<file path="config.mk">
export PLATFORM = sky130hd
export DESIGN_NAME = pc_gen
export DESIGN_NICKNAME = d
export VERILOG_FILES = /design/src/rtl/pc_gen_pkg.sv /design/src/rtl/pc_btb.sv /design/src/rtl/pc_gen.sv
export SDC_FILE = /design/constraint.sdc
export NUM_CORES = 1
export LEC_CHECK = 0
export BUFFER_PORTS_ARGS = -buffer_cell sky130_fd_sc_hd__buf_4
export CAP_MARGIN = 20
export CORE_MARGIN = 2
export CORE_UTILIZATION = 40
export DETAILED_ROUTE_END_ITERATION = 12
export PLACE_DENSITY_LB_ADDON = 0.08
export SLEW_MARGIN = 20
export SYNTH_ARGS = -nofsm -noshare
export SYNTH_HDL_FRONTEND = slang
export SYNTH_SLANG_ARGS = --single-unit
</file>
<file path="constraint.sdc">
create_clock -name Clk_Core -period 2.03 [get_ports Clk_Core]
set_input_delay 0.1015 -clock Clk_Core [delete_from_list [all_inputs] [get_ports Clk_Core]]
set_output_delay 0.1015 -clock Clk_Core [all_outputs]
set_load 0.02 [all_outputs]
</file>
<file path="src/rtl/pc_gen_pkg.sv">
// Shared definitions for the fetch-address generator: state encoding, PC increment
// and BTB entry layout for the default configuration.
package pc_gen_pkg;

    localparam int unsigned PC_INC         = 4;
    localparam int unsigned PC_DWIDTH      = 32;
    localparam int unsigned PC_BTB_ENTRIES = 16;

    // Tag covers every PC bit above the index and the two byte-offset bits.
    function automatic int unsigned btb_tag_w(input int unsigned dwidth,
                                              input int unsigned entries);
        return dwidth - $clog2(entries) - 2;
    endfunction

    localparam int unsigned PC_BTB_TAG_W = btb_tag_w(PC_DWIDTH, PC_BTB_ENTRIES);

    typedef enum logic [1:0] {
        BOOT   = 2'd0,
        FETCH  = 2'd1,
        BUBBLE = 2'd2
    } pc_state_t;

    typedef struct packed {
        logic                    valid;
        logic [PC_BTB_TAG_W-1:0] tag;
        logic [PC_DWIDTH-1:0]    target;
    } btb_entry_t;

endpackage

</file>
<file path="src/rtl/pc_btb.sv">
// Direct-mapped branch target buffer: combinational lookup on the fetch PC,
// registered update from resolved branches. Instantiated only with PC_BTB_EN.
module pc_btb
    import pc_gen_pkg::*;
#(
    parameter int unsigned DWIDTH      = 32,
    parameter int unsigned BTB_ENTRIES = 16
) (
    input  logic              Clk_Core,
    input  logic              Rst_Core_N,
    input  logic [DWIDTH-1:0] Lookup_Pc,
    output logic              Hit,
    output logic [DWIDTH-1:0] Hit_Target,
    input  logic              Update,
    input  logic [DWIDTH-1:0] Update_Pc,
    input  logic [DWIDTH-1:0] Update_Target,
    input  logic              Update_Taken
);

    localparam int unsigned IDX_W = $clog2(BTB_ENTRIES);
    localparam int unsigned TAG_W = btb_tag_w(DWIDTH, BTB_ENTRIES);

    // Same layout as btb_entry_t, sized from this instance's parameters.
    typedef struct packed {
        logic              valid;
        logic [TAG_W-1:0]  tag;
        logic [DWIDTH-1:0] target;
    } entry_t;

    entry_t r_mem [BTB_ENTRIES];

    logic [IDX_W-1:0] w_lk_idx;
    logic [TAG_W-1:0] w_lk_tag;
    logic [IDX_W-1:0] w_upd_idx;
    logic [TAG_W-1:0] w_upd_tag;
    entry_t           w_lk_entry;
    logic             w_unused_lsb;

    assign w_lk_idx     = Lookup_Pc[IDX_W+1:2];
    assign w_lk_tag     = Lookup_Pc[DWIDTH-1:IDX_W+2];
    assign w_upd_idx    = Update_Pc[IDX_W+1:2];
    assign w_upd_tag    = Update_Pc[DWIDTH-1:IDX_W+2];
    assign w_unused_lsb = ^{Lookup_Pc[1:0], Update_Pc[1:0]};

    assign w_lk_entry = r_mem[w_lk_idx];
    assign Hit        = w_lk_entry.valid && (w_lk_entry.tag == w_lk_tag);
    assign Hit_Target = w_lk_entry.target;

    // Not-taken only invalidates when it resolves the branch that owns the slot.
    always_ff @(posedge Clk_Core or negedge Rst_Core_N) begin
        if (!Rst_Core_N) begin
            r_mem <= '{default: '0};
        end else if (Update) begin
            if (Update_Taken) begin
                r_mem[w_upd_idx] <= '{valid: 1'b1, tag: w_upd_tag, target: Update_Target};
            end else if (r_mem[w_upd_idx].tag == w_upd_tag) begin
                r_mem[w_upd_idx].valid <= 1'b0;
            end
        end
    end

endmodule

</file>
<file path="src/rtl/pc_gen.sv">
// Fetch-address generator: trap/flush/stall/advance arbitration with a valid/ready
// fetch handshake. Optional BTB prediction is compiled in when PC_BTB_EN is defined.
module pc_gen
    import pc_gen_pkg::*;
#(
    parameter int unsigned       DWIDTH       = 32,
    parameter logic [DWIDTH-1:0] RESET_VECTOR = '0,
    parameter int unsigned       BTB_ENTRIES  = 16
) (
    input  logic              Clk_Core,
    input  logic              Rst_Core_N,
    input  logic              Stall,
    input  logic              Flush,
    input  logic [DWIDTH-1:0] Flush_Target,
    input  logic              Trap,
    input  logic [DWIDTH-1:0] Trap_Target,
    input  logic              Fetch_Ready,
    input  logic              Btb_Update,
    input  logic [DWIDTH-1:0] Btb_Update_Pc,
    input  logic [DWIDTH-1:0] Btb_Update_Target,
    input  logic              Btb_Update_Taken,
    output logic              Fetch_Valid,
    output logic [DWIDTH-1:0] Program_Count,
    output logic              Pred_Taken,
    output logic [DWIDTH-1:0] Pred_Target,
    output logic              Misalign_Err
);

    pc_state_t         r_state;
    pc_state_t         w_next_state;
    logic [DWIDTH-1:0] r_pc;
    logic [DWIDTH-1:0] w_next_pc;
    logic              r_misalign;
    logic              w_next_misalign;
    logic [DWIDTH-1:0] w_pc_inc;
    logic              w_btb_hit;
    logic [DWIDTH-1:0] w_btb_target;
    logic [DWIDTH-1:0] w_pred_target;

    assign w_pc_inc = r_pc + DWIDTH'(PC_INC);

`ifdef PC_BTB_EN
    pc_btb #(
        .DWIDTH      (DWIDTH),
        .BTB_ENTRIES (BTB_ENTRIES)
    ) u_btb (
        .Clk_Core      (Clk_Core),
        .Rst_Core_N    (Rst_Core_N),
        .Lookup_Pc     (r_pc),
        .Hit           (w_btb_hit),
        .Hit_Target    (w_btb_target),
        .Update        (Btb_Update),
        .Update_Pc     (Btb_Update_Pc),
        .Update_Target (Btb_Update_Target),
        .Update_Taken  (Btb_Update_Taken)
    );
`else
    logic w_unused_btb;

    assign w_btb_hit    = 1'b0;
    assign w_btb_target = w_pc_inc;
    assign w_unused_btb = ^{Btb_Update, Btb_Update_Pc, Btb_Update_Target, Btb_Update_Taken};
`endif

    assign w_pred_target = w_btb_hit ? w_btb_target : w_pc_inc;

    always_ff @(posedge Clk_Core or negedge Rst_Core_N) begin
        if (!Rst_Core_N) begin
            r_state    <= BOOT;
            r_pc       <= RESET_VECTOR;
            r_misalign <= 1'b0;
        end else begin
            r_state    <= w_next_state;
            r_pc       <= w_next_pc;
            r_misalign <= w_next_misalign;
        end
    end

    // Redirects override everything, in any state; only FETCH ever advances the PC.
    always_comb begin
        w_next_state    = r_state;
        w_next_pc       = r_pc;
        w_next_misalign = 1'b0;
        if (Trap) begin
            w_next_state    = BUBBLE;
            w_next_pc       = {Trap_Target[DWIDTH-1:2], 2'b00};
            w_next_misalign = |Trap_Target[1:0];
        end else if (Flush) begin
            w_next_state    = BUBBLE;
            w_next_pc       = {Flush_Target[DWIDTH-1:2], 2'b00};
            w_next_misalign = |Flush_Target[1:0];
        end else begin
            case (r_state)
                BOOT:    w_next_state = FETCH;
                BUBBLE:  w_next_state = FETCH;
                FETCH: begin
                    if (!Stall && Fetch_Ready) begin
                        w_next_pc = w_pred_target;
                    end
                end
                default: w_next_state = BOOT;
            endcase
        end
    end

    assign Fetch_Valid   = (r_state == FETCH);
    assign Program_Count = r_pc;
    assign Pred_Taken    = w_btb_hit;
    assign Pred_Target   = w_pred_target;
    assign Misalign_Err  = r_misalign;

endmodule
</file>
# Word level (Yosys, flattened, before mapping)
# Cells that the tools add are included.
[op_classes] muxes=9 n_eq_ne=3 n_reduce_logical=9 n_addsub=1
[ops] op="two-way mux 32 bit" count=4
[ops] op="adder 32 x 3 -> 32 bit, second input constant" count=1
[ops] op="nonzero test 3 bit" count=2
[ops] op="OR reduction 2 bit" count=3
[ops] op="two-way mux 2 bit" count=2
[ops] op="case mux 2 bit (2 select lines)" count=1
[ops] op="inequality test 3 bit, second input constant" count=1
[ops] op="== test 2 x 1 -> 1 bit, second input constant" count=1
[ops] op="== test 2 bit, second input constant" count=1
[ops] op="logical NOT 2 bit" count=1
[ops] op="two-way mux 1 bit" count=2
[ops] op="AND reduction 2 bit" count=1
[ops] op="logical AND 1 bit" count=1
[ops] op="logical NOT 1 bit" count=1
[word_totals] out_inout_bits=67 reg_bits=35

# Logic depth before layout (Yosys ltp)
[depth] depth_word=6 ltp_mapped=8 mapped_depth_nobuf=6

# Least setup slack after synthesis
# Ideal clock, no wire load.
[synth_path] kind="register to output" start="register r_pc[2], in the netlist Program_Count[2]" end="output port Pred_Target[28]" n_path_buf=1 stages_incl_launch_ff=7 t_required_ps=1929 setup_slack_ps=55 arrival_time_ps=1873 path_cell_list="dfrtp_1 -> ha_1 -> and3_1 -> buf_4 -> and4_1 -> and4_4 -> xnor2_1"
[synth_via] elab_chain_cells=1
[synth_rtl] item="start: declaration" line_no="pc_gen.sv:31" text="logic [DWIDTH-1:0] r_pc;"
[synth_rtl] item="start signal: assignment" line_no="pc_gen.sv:74" text="r_pc <= w_next_pc;"
[synth_rtl] item="adder 32 x 3 -> 32 bit" line_no="pc_gen.sv:40" text="assign w_pc_inc = r_pc + DWIDTH'(PC_INC);"
[synth_rtl] item="end: declaration" line_no="pc_gen.sv:25" text="output logic [DWIDTH-1:0] Pred_Target,"
# No other way between the ends.

# Final worst setup path
[layout_path] start="register r_pc[2], in the netlist Program_Count[2]" end="output port Pred_Target[29]"
# The elaborated chain is that of the path after synthesis.

==> flow_metrics.tcl <==
set metrics [dict create \
    fill_cells 560 \
    finalHoldViolations 0 \
    power_leakage_nw 1.97 \
    path_clk_slew_ns 0.08 \
    slew_violations 0 \
    clk_latency_ns 0.30 \
    finalSetupTns_ns 0 \
    wire_per_inst_um 17.0 \
    min_path_type "in -> reg" \
    critical_path_arrival_ns 1.88 \
    synth_area_leaders "dfrtp_1 (31%), xnor2_1 (7.6%), a21oi_1 (5.5%), a22oi_1 (4.8%), nand2_1 (4.3%)" \
    r2r_slack_ns 0.24 \
    crit_start "Program_Count[2]" \
    die_w_um 85.3 \
    start_kind "flip-flop" \
    ys_ff_latch 33 \
    powerDensity_nw_per_um2 560 \
    grt_first_pass_wirelength_mm 14.2 \
    end_kind "primary output" \
    grt_max_degree 34 \
    ios 203 \
    fin_nets 594 \
    vias 2981 \
    cts_tree "done" \
    drtAntennaViolNets 0 \
    worst_slack_ns 0.0463 \
    r2r-start "Program_Count[2]" \
    top_usage_layer "met2" \
    rsz0062_at_grt "yes" \
    die_h_um 85.3 \
    yosysUniqueCellTypes 50 \
    place.gp.congestion 0.771 \
    ys_seq_area_share_pct 31.3 \
    min_from "Trap_Target[4]" \
    syn_inst 307 \
    timing.slew.headroom_pct 30.9 \
    drive_gt1_share_pct 48.5 \
    fin_crit_ns 1.98 \
    wl_mm 9.08 \
    htree_levels 2 \
    required_ns 1.93 \
    async_flop_share_pct 100 \
    antenna_found_initial 0 \
    grtUsageMet3_pct 4.57 \
    final_cells 535 \
    grt_pass1_vias 2914 \
    dr.pass1.iters 4 \
    vdd_drop_max_uv 371 \
    start_util_pct 41.4 \
    ys_warn_count 0 \
    drc 0 \
    hpwl_mm 6.51 \
    avgSynthCellArea_um2 8.60 \
    cts_buffers 5 \
    grt-ovfl-total 0 \
    worstSetupPathType "reg -> out" \
    synth_top_area_share_pct 31.3 \
    dp_cells 515 \
    gr-usage-met1_pct 31.3 \
    cts.path.max_buffers 2 \
    synth-edff-count 0 \
    maxCapViolCount 0 \
    cts_sinks 33 \
    max_freq_mhz 504 \
    setup_viol 0 \
    fin_skew_ns 0.00798 \
    synth_flop_cell "dfrtp_1" \
    tightest_slew_ns 1.03 \
    multiInputGateArea_um2 1770 \
    rows 29 \
    drt_iter0_markers 158 \
    netlist_top_cells_count "dfrtp_1 (33), nand2_1 (30), a21oi_1 (29)" \
    area_growth_pct 55.2 \
    diodes 0 \
    period_share_pct 97.7 \
    viasPerCell 5.57 \
    syn_area_um2 2640 \
    io_buffers 131 \
    core_area_um2 6390 \
    grt_util_met2_pct 41.5 \
    post-place-ws_ns 0.197 \
    synth.most_common_cell "dfrtp_1" \
    yosysTopAreaCell "dfrtp_1" \
    grtUsageTotal_pct 24.3 \
    cts-root-buf "clkbuf_8" \
    status "completed" \
    final-seq-area_um2 837 \
    die_area_um2 7270 \
    crit_fanout 4 \
    hold_slack_ns 0.0245 \
]
-- cell type report --
cell class / count / area share, %
Multi-Input combinational cell: 243 / 43.2
Timing Repair Buffer: 164 / 30.7
Tap cell: 77 / 2.35
Sequential cell: 33 / 20.4
Clock inverter: 1 / 0.122
Inverter: 10 / 0.916
Clock buffer: 7 / 2.35
-- path summary, 6_finish.rpt --
kind                                endpoint  cells after the start
setup / recovery             Pred_Target[29]                      6
max in group asynchronous   Program_Count[6]                      2
hold reg to reg                   r_state[0]                      1
min in group asynchronous  Program_Count[25]                      2
setup reg to reg           Program_Count[30]                      8
hold / removal              Program_Count[4]                      3
-- state kept, by name (all words and copies together), names as in the netlist --
register       cells
Program_Count     30
r_state            2
Misalign_Err       1
-- logic make-up (layout without fill, tap and decap cells) --
family / after synthesis / in the layout / share of synthesized area, %
mux: 2 / 2 / 0.758
simple gates: 90 / 90 / 22.1
flops: 33 / 33 / 31.3
other cells: 1 / 5 / 0.142
compound gates: 113 / 113 / 27.9
xor+xnor: 32 / 32 / 10.6
fa+ha+maj: 1 / 1 / 0.474
buf+inv: 35 / 182 / 6.73
-- power breakdown --
part / internal [W] / switching (W) / leakage (nW)
combinational: 0.000429 / 0.000458 / 1.51
clock: 0.000307 / 0.000268 / 0.0542
sequential: 0.000727 / 0.000105 / 0.407
total: 0.00146 / 0.000831 / 1.97
-- metal layers --
metal / vias to the layer above / wire (um)
li1: 1419 / -
met1: 1414 / 3850
met2: 135 / 4380
met3: 13 / 702
met4: 0 / 148
met5: - / 0
-- stage by stage --
| stage | area (um^2) | total power, W | utilization, % |
|---|---|---|---|
| 2_1_floorplan | 2660 | 0.00127 | - |
| 6_report | 4100 | 0.00229 | 64.2 |
| 5_1_grt | 4100 | 0.00240 | 64.2 |
| 4_1_cts | 3950 | 0.00228 | 61.8 |
| 3_5_place_dp | 3770 | 0.00170 | 59.1 |
| 3_3_place_gp | 3770 | 0.00168 | 59.1 |
-- what timing repair did --
item                                    4_1_cts  5_1_grt
endpoints found under the setup margin        9       17
endpoints found under the hold margin        33        0
pin swaps                                     4       13
buffers inserted                              5        6
hold buffers                                  1        0
resized for setup                             6       31
-- cell usage in the layout, fill, tap and decap left out, drive strengths merged, types with 11 or more instances in the layout --
cell   count
a22oi     19
dfrtp     33
buf      163
nand3     11
o21ai     30
nor2      13
xnor2     23
nand2     30
a21oi     29
-- worst max-delay path, cell delays in order, from the launching register on --
cell and delay (ns):
dfrtp_1 0.41, buf_6 0.13, and4_4 0.25, and4_4 0.26
nand4_1 0.16, xnor2_1 0.21, buf_4 0.17
(Power assumes the default switching activity.)
